File: src/rtl/shift_scheduler_if.sv
// ---------------------------------------------------------------------------
// shift_scheduler_if
//   Bundles the two requester handshakes and the response handshake of the
//   shared shift scheduler.
//
//   Signals:
//     reqN_valid / reqN_ready : request handshake for requester N (0 or 1)
//     reqN_data               : operand
//     reqN_amt                : shift amount 0..31
//     reqN_op                 : 00 SLL, 01 SRL, 10 SRA, 11 treated as SLL
//     resp_valid / resp_ready : result handshake towards the consumer
//     resp_data               : shifted result
//     resp_id                 : requester that produced resp_data
//
//   Modports:
//     master : requesters plus consumer side (drives requests, accepts results)
//     slave  : the scheduler itself
// ---------------------------------------------------------------------------
interface shift_scheduler_if #(
  parameter int DATA_W = 32
);
  logic              req0_valid;
  logic              req0_ready;
  logic [DATA_W-1:0] req0_data;
  logic [4:0]        req0_amt;
  logic [1:0]        req0_op;

  logic              req1_valid;
  logic              req1_ready;
  logic [DATA_W-1:0] req1_data;
  logic [4:0]        req1_amt;
  logic [1:0]        req1_op;

  logic              resp_valid;
  logic              resp_ready;
  logic [DATA_W-1:0] resp_data;
  logic              resp_id;

  modport master (
    output req0_valid, req0_data, req0_amt, req0_op,
    output req1_valid, req1_data, req1_amt, req1_op,
    output resp_ready,
    input  req0_ready, req1_ready,
    input  resp_valid, resp_data, resp_id
  );

  modport slave (
    input  req0_valid, req0_data, req0_amt, req0_op,
    input  req1_valid, req1_data, req1_amt, req1_op,
    input  resp_ready,
    output req0_ready, req1_ready,
    output resp_valid, resp_data, resp_id
  );
endinterface

File: src/rtl/shift_scheduler.sv
// ---------------------------------------------------------------------------
// shift_scheduler
//   Shares one 32-bit left barrel shifter between two requesters (ALU issue
//   logic on port 0, address/immediate formatting on port 1). Supports SLL,
//   SRL and SRA; right shifts are formed by bit-reversing around the left
//   shifter. Round-robin arbitration, valid/ready on both sides and a
//   one-entry registered result buffer with 1-cycle accept-to-result latency.
//
//   Ports:
//     clock      : rising-edge clock
//     reset_n    : asynchronous active-low reset
//     bus        : shift_scheduler_if.slave (both requesters + response)
//   Optional (macro SHIFT_SCHED_STATS_EN defined):
//     stats_clr  : synchronous clear of both grant counters
//     grant_cnt0 : saturating count of grants to requester 0
//     grant_cnt1 : saturating count of grants to requester 1
//
//   Parameters:
//     DATA_W : datapath width, must be 32 to match leftshifter
//     CNT_W  : grant counter width (stats build only)
// ---------------------------------------------------------------------------

// Team left barrel shifter: five log stages of 1/2/4/8/16 positions.
module leftshifter (
  input  logic [31:0] in_data,
  input  logic [4:0]  shamt,
  output logic [31:0] out_data
);
  logic [31:0] stage;

  always_comb begin
    stage = in_data;
    for (int i = 0; i < 5; i++) begin
      if (shamt[i]) begin
        stage = stage << (1 << i);
      end
    end
    out_data = stage;
  end
endmodule

module shift_scheduler #(
  parameter int DATA_W = 32,
  parameter int CNT_W  = 16
) (
  input  logic               clock,
  input  logic               reset_n,
  shift_scheduler_if.slave   bus
`ifdef SHIFT_SCHED_STATS_EN
  ,
  input  logic               stats_clr,
  output logic [CNT_W-1:0]   grant_cnt0,
  output logic [CNT_W-1:0]   grant_cnt1
`endif
);

  typedef enum logic {
    EMPTY = 1'b0,
    FULL  = 1'b1
  } state_t;

  localparam logic [1:0] OP_SRL = 2'b01;
  localparam logic [1:0] OP_SRA = 2'b10;

  state_t            state_q, state_d;
  logic [DATA_W-1:0] resp_data_q, resp_data_d;
  logic              resp_id_q, resp_id_d;
  logic              rr_q, rr_d;

  logic              winner;
  logic              can_accept;
  logic              fire;
  logic [DATA_W-1:0] sel_data;
  logic [4:0]        sel_amt;
  logic [1:0]        sel_op;
  logic              is_right;
  logic              invert;
  logic [DATA_W-1:0] pre_data;
  logic [DATA_W-1:0] shifter_in;
  logic [DATA_W-1:0] shifter_out;
  logic [DATA_W-1:0] post_data;
  logic [DATA_W-1:0] shift_result;

  function automatic logic [31:0] rev32(input logic [31:0] v);
    logic [31:0] r;
    for (int i = 0; i < 32; i++) begin
      r[i] = v[31-i];
    end
    return r;
  endfunction

  // State register: buffer occupancy, buffered result and round-robin pointer.
  always_ff @(posedge clock or negedge reset_n) begin
    if (!reset_n) begin
      state_q     <= EMPTY;
      resp_data_q <= '0;
      resp_id_q   <= 1'b0;
      rr_q        <= 1'b0;
    end else begin
      state_q     <= state_d;
      resp_data_q <= resp_data_d;
      resp_id_q   <= resp_id_d;
      rr_q        <= rr_d;
    end
  end

  // Arbitration and handshake outputs. Ready is masked by reset_n so no
  // request is accepted while reset is held, even though state reads EMPTY.
  always_comb begin
    winner = 1'b0;
    if (bus.req0_valid && bus.req1_valid) begin
      winner = rr_q;
    end else if (bus.req1_valid) begin
      winner = 1'b1;
    end

    // A draining buffer can take a new result in the same cycle.
    can_accept = (state_q == EMPTY) || (bus.resp_ready && (state_q == FULL));

    bus.req0_ready = reset_n && can_accept && bus.req0_valid && !winner;
    bus.req1_ready = reset_n && can_accept && bus.req1_valid &&  winner;
    fire           = bus.req0_ready || bus.req1_ready;

    bus.resp_valid = (state_q == FULL);
    bus.resp_data  = resp_data_q;
    bus.resp_id    = resp_id_q;
  end

  // Operand select and reversal around the shared left shifter. SRA with a
  // negative operand works on the complement so the vacated bits come back
  // as ones after the final inversion.
  always_comb begin
    sel_data = winner ? bus.req1_data : bus.req0_data;
    sel_amt  = winner ? bus.req1_amt  : bus.req0_amt;
    sel_op   = winner ? bus.req1_op   : bus.req0_op;

    is_right = (sel_op == OP_SRL) || (sel_op == OP_SRA);
    invert   = (sel_op == OP_SRA) && sel_data[DATA_W-1];

    pre_data     = invert ? ~sel_data : sel_data;
    shifter_in   = is_right ? rev32(pre_data) : pre_data;
    post_data    = is_right ? rev32(shifter_out) : shifter_out;
    shift_result = invert ? ~post_data : post_data;
  end

  leftshifter u_leftshifter (
    .in_data  (shifter_in),
    .shamt    (sel_amt),
    .out_data (shifter_out)
  );

  // Next-state: a fire (re)fills the buffer, otherwise a drain empties it.
  always_comb begin
    state_d     = state_q;
    resp_data_d = resp_data_q;
    resp_id_d   = resp_id_q;
    rr_d        = rr_q;
    if (fire) begin
      state_d     = FULL;
      resp_data_d = shift_result;
      resp_id_d   = winner;
      rr_d        = ~winner;
    end else if ((state_q == FULL) && bus.resp_ready) begin
      state_d = EMPTY;
    end
  end

`ifdef SHIFT_SCHED_STATS_EN
  logic [CNT_W-1:0] cnt0_q, cnt0_d;
  logic [CNT_W-1:0] cnt1_q, cnt1_d;

  // Grant counters: clear wins over increment, increments saturate.
  always_comb begin
    cnt0_d = cnt0_q;
    cnt1_d = cnt1_q;
    if (stats_clr) begin
      cnt0_d = '0;
      cnt1_d = '0;
    end else begin
      if (bus.req0_ready && (cnt0_q != '1)) begin
        cnt0_d = cnt0_q + 1'b1;
      end
      if (bus.req1_ready && (cnt1_q != '1)) begin
        cnt1_d = cnt1_q + 1'b1;
      end
    end
  end

  always_ff @(posedge clock or negedge reset_n) begin
    if (!reset_n) begin
      cnt0_q <= '0;
      cnt1_q <= '0;
    end else begin
      cnt0_q <= cnt0_d;
      cnt1_q <= cnt1_d;
    end
  end

  assign grant_cnt0 = cnt0_q;
  assign grant_cnt1 = cnt1_q;
`endif

endmodule

File: src/flat_wrapper.sv
// flat-port wrapper written by rule: the top's interface ports become plain ports
module shift_scheduler_flat 
#(
  parameter int DATA_W = 32,
  parameter int CNT_W  = 16
)
  (clock, reset_n, bus_req0_valid, bus_req0_data, bus_req0_amt, bus_req0_op, bus_req1_valid, bus_req1_data, bus_req1_amt, bus_req1_op, bus_resp_ready, bus_req0_ready, bus_req1_ready, bus_resp_valid, bus_resp_data, bus_resp_id);
  shift_scheduler_if #(.DATA_W(DATA_W)) bus_i ();
  input  logic clock;
  input  logic reset_n;
  input wire logic [$bits(bus_i.req0_valid)-1:0] bus_req0_valid;
  input wire logic [$bits(bus_i.req0_data)-1:0] bus_req0_data;
  input wire logic [$bits(bus_i.req0_amt)-1:0] bus_req0_amt;
  input wire logic [$bits(bus_i.req0_op)-1:0] bus_req0_op;
  input wire logic [$bits(bus_i.req1_valid)-1:0] bus_req1_valid;
  input wire logic [$bits(bus_i.req1_data)-1:0] bus_req1_data;
  input wire logic [$bits(bus_i.req1_amt)-1:0] bus_req1_amt;
  input wire logic [$bits(bus_i.req1_op)-1:0] bus_req1_op;
  input wire logic [$bits(bus_i.resp_ready)-1:0] bus_resp_ready;
  output wire logic [$bits(bus_i.req0_ready)-1:0] bus_req0_ready;
  output wire logic [$bits(bus_i.req1_ready)-1:0] bus_req1_ready;
  output wire logic [$bits(bus_i.resp_valid)-1:0] bus_resp_valid;
  output wire logic [$bits(bus_i.resp_data)-1:0] bus_resp_data;
  output wire logic [$bits(bus_i.resp_id)-1:0] bus_resp_id;
  assign bus_i.req0_valid = bus_req0_valid;
  assign bus_i.req0_data = bus_req0_data;
  assign bus_i.req0_amt = bus_req0_amt;
  assign bus_i.req0_op = bus_req0_op;
  assign bus_i.req1_valid = bus_req1_valid;
  assign bus_i.req1_data = bus_req1_data;
  assign bus_i.req1_amt = bus_req1_amt;
  assign bus_i.req1_op = bus_req1_op;
  assign bus_i.resp_ready = bus_resp_ready;
  assign bus_req0_ready = bus_i.req0_ready;
  assign bus_req1_ready = bus_i.req1_ready;
  assign bus_resp_valid = bus_i.resp_valid;
  assign bus_resp_data = bus_i.resp_data;
  assign bus_resp_id = bus_i.resp_id;
  shift_scheduler #(.DATA_W(DATA_W), .CNT_W(CNT_W)) u_core (.clock(clock), .reset_n(reset_n), .bus(bus_i));
endmodule
File: config.mk
export PLATFORM = sky130hd
export DESIGN_NAME = shift_scheduler_flat
export DESIGN_NICKNAME = d
export VERILOG_FILES = /design/src/rtl/shift_scheduler_if.sv /design/src/rtl/shift_scheduler.sv /design/src/flat_wrapper.sv
export SDC_FILE = /design/constraint.sdc
export NUM_CORES = 1
export LEC_CHECK = 0
export ABC_AREA = 1
export ABC_CLOCK_PERIOD_IN_PS = 2600
export BUFFER_PORTS_ARGS = -buffer_cell sky130_fd_sc_hd__buf_2
export CAP_MARGIN = 20
export CORE_ASPECT_RATIO = 0.6
export CORE_MARGIN = 2
export CORE_UTILIZATION = 45
export CTS_BUF_LIST = sky130_fd_sc_hd__clkbuf_2
export CTS_CLUSTER_SIZE = 25
export DETAILED_ROUTE_END_ITERATION = 12
export PLACE_DENSITY = 0.69
export SLEW_MARGIN = 25
export SYNTH_ARGS = -nofsm -noshare
export SYNTH_HDL_FRONTEND = slang
export SYNTH_SLANG_ARGS = --single-unit
File: constraint.sdc
create_clock -name clock -period 2.6 [get_ports clock]
set_clock_uncertainty 0.05 [all_clocks]
set_input_delay 0.26 -clock clock [delete_from_list [all_inputs] [get_ports clock]]
set_output_delay 0.26 -clock clock [all_outputs]
set_load 0.02 [all_outputs]
* After elaboration in Yosys (flattened, before gate mapping)
Cells that the tools add are included.
Storage, ports and cells: word-level logic and storage cells 39, bits of input ports 83, output and inout bits 36, flip-flop bits (word level) 35
Cells by class: mux-type cells 16, bitwise logic cells 4, reductions and logical operators 13, equal/unequal tests 2
Operator list (number):
- 32-bit two-way mux | 10
- 32-bit inverter | 2
- 1-bit logical AND | 8
- 5-bit two-way mux | 1
- 1-bit two-way mux | 4
- 1-bit logical OR | 3
- 2-bit by 1-bit == test with 1-bit output, second input constant | 1
- 2-bit == test, second input constant | 1
- 2-bit two-way mux | 1
- 1-bit inverter | 2
- 2-bit nonzero test | 1
- 1-bit zero test | 1

* Logic depth before layout (Yosys ltp)
Gate-level depths: netlist (run 1).
word-level depth 15, mapped depth 27, mapped depth without buffers 23

* Hierarchy
Synthesis (run 1) repeated with hierarchy kept, for this count alone.
Unflattened totals: cell total of the unflattened synthesis 1133, area, all modules 5809.3 um^2
By module, submodules not included:
- shift_scheduler | area an instance 4214.0 um^2, seq. area each 875.8 um^2, instances 1, cells an instance 779
- leftshifter | area an instance 1595.3 um^2, seq. area each 0.0 um^2, instances 1, cells an instance 354

* Worst setup path after synthesis (run 1)
Ideal clock, no wire load.
path type reg-to-reg, start register u_core.rr_q, end register u_core.resp_data_q[17], in the netlist u_core.bus.resp_data[17], stages on the path, launching flop included 22, data required time 2.432 ns, buffers on the path 5, path slack -0.285 ns, library setup time 0.118 ns, arrival 2.718 ns, clock period less this slack 2.885 ns, cell sequence dfrtp_1 > inv_2 > nand2_4 > nand2_4 > buf_8 > buf_6 > mux2i_1 > ha_1 > buf_2 > buf_2 > buf_1 > nand3_1 > nand3_1 > nand3_1 > nand3_1 > nand3_1 > nand3_1 > nand3_1 > nand3_1 > nand3_1 > nand3_1 > nand2_1
Between the ends: word-level cells in the longest chain between the ends 14, elaborated cells between the ends (all ways) 23, classes of those cells 2 x eq/ne; 13 x mux; 2 x bitwise; 6 x reduce/logical
RTL lines:
- from (decl) | RTL line shift_scheduler.sv:68 | logic rr_q, rr_d;
- from (signal assigned) | RTL line shift_scheduler.sv:103 | rr_q <= rr_d;
- 1-bit two-way mux (*) | RTL line shift_scheduler.sv:111 | if (bus.req0_valid && bus.req1_valid) begin
- 2-bit two-way mux | RTL line shift_scheduler.sv:135 | sel_op = winner ? bus.req1_op : bus.req0_op;
- 2-bit == test | RTL line shift_scheduler.sv:137, shift_scheduler.sv:138
- 1-bit logical AND | RTL line shift_scheduler.sv:138 | invert = (sel_op == OP_SRA) && sel_data[DATA_W-1];
- 32-bit two-way mux | RTL line shift_scheduler.sv:140 | pre_data = invert ? ~sel_data : sel_data;
- 32-bit two-way mux | RTL line shift_scheduler.sv:141 | shifter_in = is_right ? rev32(pre_data) : pre_data;
- 32-bit two-way mux (5 in series) | RTL line shift_scheduler.sv:34 | if (shamt[i]) begin
- 32-bit two-way mux | RTL line shift_scheduler.sv:142 | post_data = is_right ? rev32(shifter_out) : shifter_out;
- 32-bit inverter | RTL line shift_scheduler.sv:143 | shift_result = invert ? ~post_data : post_data;
- 32-bit two-way mux | RTL line shift_scheduler.sv:143
- to (signal assigned) | RTL line shift_scheduler.sv:101 | resp_data_q <= resp_data_d;
- to (decl) | RTL line shift_scheduler.sv:66 | logic [DATA_W-1:0] resp_data_q, resp_data_d;
Every way passes the cells marked *; elsewhere a longest branch is shown, timed or not. A chain may end at the register's enable or synchronous reset.

* Final worst setup path (run 1)
start register u_core.rr_q, end register u_core.resp_data_q[30], in the netlist u_core.bus.resp_data[30]
The elaborated chain is that of the path after synthesis.

==> results by group, run 1 <==
STA
  • Portion of the clock cycle consumed by the worst path in the final layout: 1.19
  • Max Transition Viols Final: 0
  • Tmin final: 3.08 ns
  • Count of final hold-check violations: 0
  • Worst-Margin Slew: approximately 1 ns
  • Final count of negative-setup-slack endpoints: 32
  • Unrepaired setup endpoints after global routing: yes
  • Achievable clock frequency: 324 MHz
  • Post-layout worst setup margin: -0.482 ns
  • Remaining max-slew budget at the tightest pin: 0.347

Yosys
  • Fraction of registers with async set or reset after synthesis: 1.00
  • Area of the mapped netlist: roughly 7100 µm²
  • Most repeated cell in the gate-level netlist after synthesis: nand3_1
  • Share of the synthesized area in the top cell type: 0.459
  • Number of enable flip-flop cells after synthesis: 0
  • Fraction of the mapped netlist area in simple logic gates: 0.746
  • Dominant combinational cell family by area after synthesis: simple AND/OR/NAND/NOR gates
  • Post-synthesis compound-gate area fraction: 0.0151
  • Average cell area after synthesis: 5.24 µm²
  • Sequential fraction of the synthesis area: 0.123
  • Main area contributors after synthesis: nand3_1 46%, nand2_1 22%, dfrtp_1 12%
  • Main synth FF type: dfrtp_1
  • Netlist cell types: 28
  • Post-Syn Instances: 1357
  • Mux share of post-synthesis cell area: 0.00141
  • Most area-hungry cell type in the Yosys netlist: nand3_1
  • Adder-cell share of the synthesized area: 0.00176
  • Count of warnings emitted by yosys: 0
  • Leading post-synthesis cells by instance count: 652 x nand3_1, 409 x nand2_1, 49 x buf_2
  • Xor and xnor fraction of the mapped netlist area: 0
  • Synthesized net count: about 1400
  • #FFs+latches synth: 35

Placed design
  • Placed wire-length estimate: roughly 22 mm
  • Routability-driven placement congestion ratio: 1.06
  • Number of cells in the design after placement: 1648
  • Number of buffer cells added on primary ports: 118

Clock tree
  • CTS tree: built
  • Root buffer selected by CTS: clkbuf_2
  • Clock transition at path regs: between 0.2 and 0.25 ns
  • CTS buffer count: 5
  • Clk sink count: 35
  • Clock Tree Buf Depth: 2
  • Clock H-tree levels: 2
  • Source-to-sink clock delay at the later pin of the worst-skew pair: 0.43 ns

Routing
  • Total via count after detailed routing: 10794
  • DR vias/cell: around 6.4
  • Number of search-and-repair iterations in the first detailed-routing pass: 7
  • Detailed Route Iter0 Violations: 1911
  • Wire per inst: 19.4 µm
  • Final Routed Wirelength: 32.7 mm
  • Count of unresolved DRC violations after routing: 0
  • Antenna-violating nets left: 0

Power
  • Worst VDD drop: 406 µV
  • Cell area power density: around 620 nW/µm²
  • Static leakage: 0.00538 µW

Worst setup path
  • Max FO, Critical Path: 6
  • Required time of the critical path: ~2.9 ns
  • Largest delay contributor family on the critical path: simple AND/OR/NAND/NOR gates
  • Critical path data arrival time: 3.35 ns
  • Crit path kind: reg -> reg
  • Largest stage delay, worst path: between 0.4 and 0.5 ns
  • Critical-path top delay cell: dfrtp_1
  • Cell-by-cell listing of the critical path: inv_2 > nand2_4 > nand2_4 > mux2i_4 > ha_4 > nand3_4 > buf_12 > buf_12 > nand2_2 > nand3_2 > nand3_1 > nand3_1 > nand3_2 > nand3_2 > nand3_2 > nand3_1 > nand2_1 > nand2_1 > nand3_1 > nand2_1
  • Worst path bufs/invs: 3
  • Startpoint types: register
  • Setup crit end kind: register

Global route
  • Maximum number of pins on one net before global-route repair: 54
  • Via count of the first global-routing pass: 8955
  • Remaining global-route overflow: 0
  • Global router's overall resource usage: 0.339
  • Initial antenna violation count: 1
  • First-pass GRT wire length: 46.4 mm

Hold path
  • Path category of the worst min-delay check: in -> reg

Floorplanning
  • IO Count: 119
  • Die Area: 16900 µm²
  • Number of standard-cell rows in the floorplan: 35
  • Die height: 101 µm
  • Width of the die: 166 µm
  • Initial cell density of the core: 0.462
  • Area of the core: roughly 15000 µm²

Final layout
  • Core utilization of the finished layout: 0.695
  • Net total in the final layout: 1561
  • Share of post-route cells with drive strength above 1: 0.411
  • Area growth from synthesis to layout: 50.6%
  • Final cell count without fillers: 1683

Run status
  • Violations in the final reports: setup timing
  • Status: complete, but fails checks

Run
  • Number of max-capacitance violations reported: 0
## tightest hold or removal path, cell delays in order
cell and delay (ns):
buf_2 0.11, nand2_1 0.09, nand2_1 0.07, nand2_1 0.05
## layout by cell type (no fill, tap or decap), types with 2 or more instances in the layout
cell             n
clkinv_1         2
nor2_2           4
buf_16           2
buf_8            2
inv_1           42
inv_2            9
nand4_1         20
nand3_4         47
buf_6           10
clkbuf_16        4
diode_2          2
clkbuf_2         5
o21ai_4          3
nand2_4         11
nor2_1           5
buf_12          18
o21ai_2          4
nand3_2        248
nand2_2         42
nand3b_1        30
nand2_1        363
buf_4           72
buf_2          118
o21ai_1          4
o21ai_0          3
dfrtp_1         35
nand3_1        363
dlygate4sd3_1    2
## per-stage QoR
stage | hold slack, ns | total power (µW) | worst slack (ns) | TNS (ns) | instance area, µm²
6_report | 0.112 | 6690 | -0.482 | -13.06 | 10700
5_1_grt | 0.107 | 7100 | -0.585 | -16.74 | 10700
4_1_cts | 0.110 | 5620 | -0.312 | -7.80 | 8990
3_5_place_dp | 0.410 | 5020 | -0.458 | -9.98 | 8470
3_3_place_gp | 0.408 | 4980 | -0.454 | -8.65 | 8470
2_1_floorplan | -0.0856 | 3760 | -0.132 | -3.58 | 7470
## registers in the layout (all words and copies together) (netlist names)
register               cells
u_core.bus.resp_data      32
u_core.bus.resp_valid      1
u_core.rr_q                1
u_core.bus.resp_id         1
## metal layers
metal  up-vias  part of all wire  GRT usage
li1       4929                 -          -
met1      4916              0.42      0.492
met2       823              0.41      0.491
met3       126              0.15      0.114
met4         0             0.028     0.0570
met5         -                 0          0
## what timing repair did
| action | in CTS | in global routing |
|---|---|---|
| resized for setup | 66 | 300 |
| pin swaps | 6 | 69 |
| gates cloned | 3 | 7 |
| hold buffers | 2 | 0 |
| setup endpoints to repair | 32 | 32 |
| hold endpoints to repair | 36 | 0 |
| buffers inserted | 3 | 11 |
## cells by family after synthesis
family / after synthesis
AOI/OAI and AO/OA: 15
muxes: 1
adders and majority gates: 1
buffers and inverters: 171
and+or+nand+nor: 1134
DFF: 35
## power breakdown
group / internal, µW / switching, µW / total (µW)
registers: 735 / 114 / 849
clock network: 158 / 209 / 367
logic: 1930 / 3540 / 5470
total: 2820 / 3860 / 6690
## final cells by class
cell class / count / area [µm²]
Tap cell: 203 / 254
Fill cell: 1336 / 4700
Timing Repair Buffer: 229 / 1840
Clock buffer: 5 / 25.0
Multi-Input combinational cell: 1152 / 7460
Inverter: 54 / 213
Clock inverter: 3 / 38.8
Sequential cell: 35 / 876
Antenna cell: 2 / 5.00
## path summary, 6_finish.rpt
path                                                           start                              endpoint  slack, ns  depth (start not counted)
worst max-delay path                         u_core.rr_q$_DFFE_PN0P_  u_core.bus.resp_data[30]$_DFFE_PN0P_      -0.48                         20
worst max register to register               u_core.rr_q$_DFFE_PN0P_  u_core.bus.resp_data[30]$_DFFE_PN0P_      -0.48                         20
worst min register to register  u_core.bus.resp_data[19]$_DFFE_PN0P_  u_core.bus.resp_data[19]$_DFFE_PN0P_       0.44                          2
worst min-delay path                                  bus_req0_valid        u_core.bus.resp_id$_DFFE_PN0P_       0.11                          4
max in group asynchronous                                    reset_n  u_core.bus.resp_data[24]$_DFFE_PN0P_       1.66                          3
min in group asynchronous                                    reset_n  u_core.bus.resp_data[27]$_DFFE_PN0P_       0.48                          3
No activity file was read; power rests on OpenSTA's default activity.
==> run 2: changes to the inputs <==
- REMOVE_ABC_BUFFERS: unset -> 1
==> results by group, run 2 (same netlist as run 1, synthesis figures left out) <==
Worst setup path
  • Crit path kind: reg -> reg (unchanged)
  • Worst-case reg-to-reg path depth: 21 (was 20)
  • Origin of the critical flop-to-flop path: u_core.rr_q$_DFFE_PN0P_ (unchanged)
  • Startpoint types: register (unchanged)
  • Setup crit end kind: register (unchanged)
  • Max FO, Critical Path: 16 (was 6)
  • Critical path data arrival time: 3.17 ns (was 3.35 ns)
  • Cell type with the highest occurrence count on the critical path: nand2_1
  • Required time of the critical path: 2.88 ns (was 2.87 ns)
  • Cell-by-cell listing of the critical path: inv_2 > nand2_4 > nand2_8 > inv_2 > nand2_1 > nand2_1 > ha_4 > inv_8 > buf_4 > nand3_1 > nand3_1 > nand3_1 > nand3_2 > nand2_2 > nand2_1 > nand2_1 > nand3_1 > nand2_1 > nand2_1 > nand3_1 > nand2_1 (was inv_2 > nand2_4 > nand2_4 > mux2i_4 > ha_4 > nand3_4 > buf_12 > buf_12 > nand2_2 > nand3_2 > nand3_1 > nand3_1 > nand3_2 > nand3_2 > nand3_2 > nand3_1 > nand2_1 > nand2_1 > nand3_1 > nand2_1)
  • Worst R2R Setup Slack: -0.29 ns (was -0.48 ns)
  • Critical-path top delay cell: dfrtp_1 (unchanged)
  • Largest stage delay, worst path: 0.43 ns (about the same)
  • Endpoint of the worst-slack reg-to-reg timing path: u_core.bus.resp_data[9]$_DFFE_PN0P_ (was u_core.bus.resp_data[30]$_DFFE_PN0P_)

Floorplanning
  • Area of the core: 15400 µm² (unchanged)
  • Die Area: 16900 µm² (unchanged)
  • Die height: 101 µm (unchanged)
  • Number of standard-cell rows in the floorplan: 35 (unchanged)
  • Initial cell density of the core: 0.462 (unchanged)
  • IO Count: 119 (unchanged)
  • Width of the die: 166 µm (unchanged)

Global route
  • Initial antenna violation count: 0 (was 1)
  • First-pass GRT wire length: 44.8 mm (was 46.4 mm)
  • Global router's overall resource usage: 0.320 (was 0.339)
  • Met3 track utilization from global routing: 0.0485 (was 0.114)
  • GR Layer Usage met2: 0.500 (was 0.491)
  • Met1 capacity usage during global routing: 0.479 (was 0.492)
  • Remaining global-route overflow: 0 (unchanged)
  • Via count of the first global-routing pass: 8707 (was 8955)
  • Layer with the highest usage after global routing: met2 (was met1)
  • Maximum number of pins on one net before global-route repair: 49 (was 54)

Power
  • Internal Dissipation: 2290 µW (was 2820 µW)
  • Static leakage: 0.00473 µW (was 0.00538 µW)
  • Total net switching power: 3170 µW (was 3860 µW)
  • Sequential power share: 0.154 (was 0.127)
  • Power, Total: 5450 µW (was 6690 µW)
  • Combinational share of power: 0.797 (was 0.818)
  • Worst VDD drop: 431 µV (was 406 µV)
  • Share of total power consumed by net switching: 0.580 (was 0.578)
  • Clock network fraction of total power: 0.049 (was 0.055)
  • Cell area power density: 613 nW/µm² (was 624 nW/µm²)

Hold path
  • Path category of the worst min-delay check: in -> reg (unchanged)
  • Launch point of the worst hold path: bus_req0_valid (unchanged)
  • Hold worst-path end: u_core.bus.resp_id$_DFFE_PN0P_ (unchanged)
  • Worst hold path stage count: 4 (unchanged)

Clock tree
  • Clock Tree Buf Depth: 2 (unchanged)
  • Root buffer selected by CTS: clkbuf_2 (unchanged)
  • Clock transition at path regs: 0.19 ns (was 0.22 ns)
  • Source-to-sink clock delay at the later pin of the worst-skew pair: 0.40 ns (was 0.43 ns)
  • Buffers inserted during post-CTS setup optimization: 0 (was 3)
  • Clock H-tree levels: 2 (unchanged)
  • CTS buffer count: 5 (unchanged)
  • Clk sink count: 35 (unchanged)
  • CTS tree: built (unchanged)

Placed design
  • Number of buffer cells added on primary ports: 118 (unchanged)
  • Number of cells in the design after placement: 1640 (was 1648)
  • Routability-driven placement congestion ratio: 1.07 (was 1.06)
  • Placed wire-length estimate: 20.2 mm (was 21.6 mm)

Final layout
  • Area growth from synthesis to layout: 25.0% (was 50.6%)
  • Max reg flops: 32 (unchanged)
  • Most common cell after layout, fill and taps aside: nand3_1
  • Most frequent cells in the layout: 536 x nand3_1, 406 x nand2_1, 120 x nand3_2 (was 363 x nand2_1, 363 x nand3_1, 248 x nand3_2)
  • Net total in the final layout: 1531 (was 1561)
  • Final cell count without fillers: 1651 (was 1683)
  • Core utilization of the finished layout: 0.577 (was 0.695)
  • Share of post-route cells with drive strength above 1: 0.249 (was 0.411)

Run
  • Number of max-capacitance violations reported: 0 (unchanged)

STA
  • Max Transition Viols Final: 0 (unchanged)
  • Tmin final: 2.89 ns (was 3.08 ns)
  • Count of final hold-check violations: 0 (unchanged)
  • Achievable clock frequency: 345 MHz (was 324 MHz)
  • Final count of negative-setup-slack endpoints: 32 (unchanged)
  • Worst-Margin Slew: 0.516 ns (was 0.973 ns)
  • Portion of the clock cycle consumed by the worst path in the final layout: 1.11 (was 1.19)
  • Post-layout worst setup margin: -0.295 ns (was -0.482 ns)
  • Unrepaired setup endpoints after global routing: yes (unchanged)
  • Remaining max-slew budget at the tightest pin: 0.656 (was 0.347)

Routing
  • Wire per inst: 16.3 µm (was 19.4 µm)
  • Final Routed Wirelength: 26.9 mm (was 32.7 mm)
  • Total via count after detailed routing: 9866 (was 10794)
  • Number of search-and-repair iterations in the first detailed-routing pass: 5 (was 7)
  • Antenna-violating nets left: 0 (unchanged)
  • Count of unresolved DRC violations after routing: 0 (unchanged)
  • Detailed Route Iter0 Violations: 1288 (was 1911)
  • DR vias/cell: 5.98 (was 6.41)

Run status
  • Status: complete, but fails checks (unchanged)
  • Violations in the final reports: setup timing (unchanged)
run 2: cell types whose count changed in the layout (fill, tap and decap cells not counted), sizes merged:
cell,change
clkbuf,-4
inv,+1
clkinv,-1
bufinv,-1
diode,-1
bufbuf,-1
nand3,-1
buf,-24
run 2: power by group through the flow:
stage          clock network [µW]  logic (µW)  registers, µW
2_1_floorplan                   0        2320           1090
3_3_place_gp                    0        3870            849
3_5_place_dp                    0        3920            847
4_1_cts                       274        4190            842
5_1_grt                       301        4800            864
6_report                      267        4350            841
run 2: layout make-up:
cell class,count,area [µm²]
Fill cell,1596,6520
Multi-Input combinational cell,1151,6080
Timing Repair Buffer,200,1440
Sequential cell,35,876
Tap cell,203,254
Inverter,54,210
Clock buffer,5,25.0
Clock inverter,2,8.76
Antenna cell,1,2.50
run 2: how the worst max path moves through the flow:
stage                            startpoint                              endpoint  slack (ns)
finish              u_core.rr_q$_DFFE_PN0P_   u_core.bus.resp_data[9]$_DFFE_PN0P_       -0.29
global route        u_core.rr_q$_DFFE_PN0P_   u_core.bus.resp_data[9]$_DFFE_PN0P_       -0.50
CTS                 u_core.rr_q$_DFFE_PN0P_   u_core.bus.resp_data[9]$_DFFE_PN0P_       -0.22
detailed placement  u_core.rr_q$_DFFE_PN0P_   u_core.bus.resp_data[9]$_DFFE_PN0P_       -0.41
global placement             bus_req0_valid   u_core.bus.resp_data[9]$_DFFE_PN0P_       -0.33
floorplan           u_core.rr_q$_DFFE_PN0P_  u_core.bus.resp_data[17]$_DFFE_PN0P_       -4.00
run 2: routing by layer:
metal / routed length [µm] / share of wire
met5: 0 / 0
met4: 230 / 0.0085
met3: 2310 / 0.086
met2: 11500 / 0.43
met1: 12900 / 0.48
run 2: critical path: cells and delay by family, from the launching register on:
family	cells	cell delay, ns
buf+inv	4	0.38
simple gates	16	1.56
flops	1	0.43
fa+ha+maj	1	0.38
run 2: what timing repair did:
item                                    CTS  global route
endpoints found under the hold margin    36             0
gates cloned                              1             0
pin swaps                                 2             1
endpoints found under the setup margin   32            32
gates resized for setup                 101            35
hold buffers                              2             0
run 2: per-stage QoR:
stage | TNS [ns] | area [µm²] | hold WS (ns) | worst slack [ns]
after global placement | -8.08 | 8140 | 0.292 | -0.329
after floorplan | -127.06 | 6510 | -0.0856 | -4.00
after detailed placement | -10.15 | 8140 | 0.303 | -0.410
final | -6.51 | 8890 | 0.126 | -0.295
after CTS | -5.28 | 8720 | 0.105 | -0.216
after global routing | -13.63 | 8890 | 0.134 | -0.504
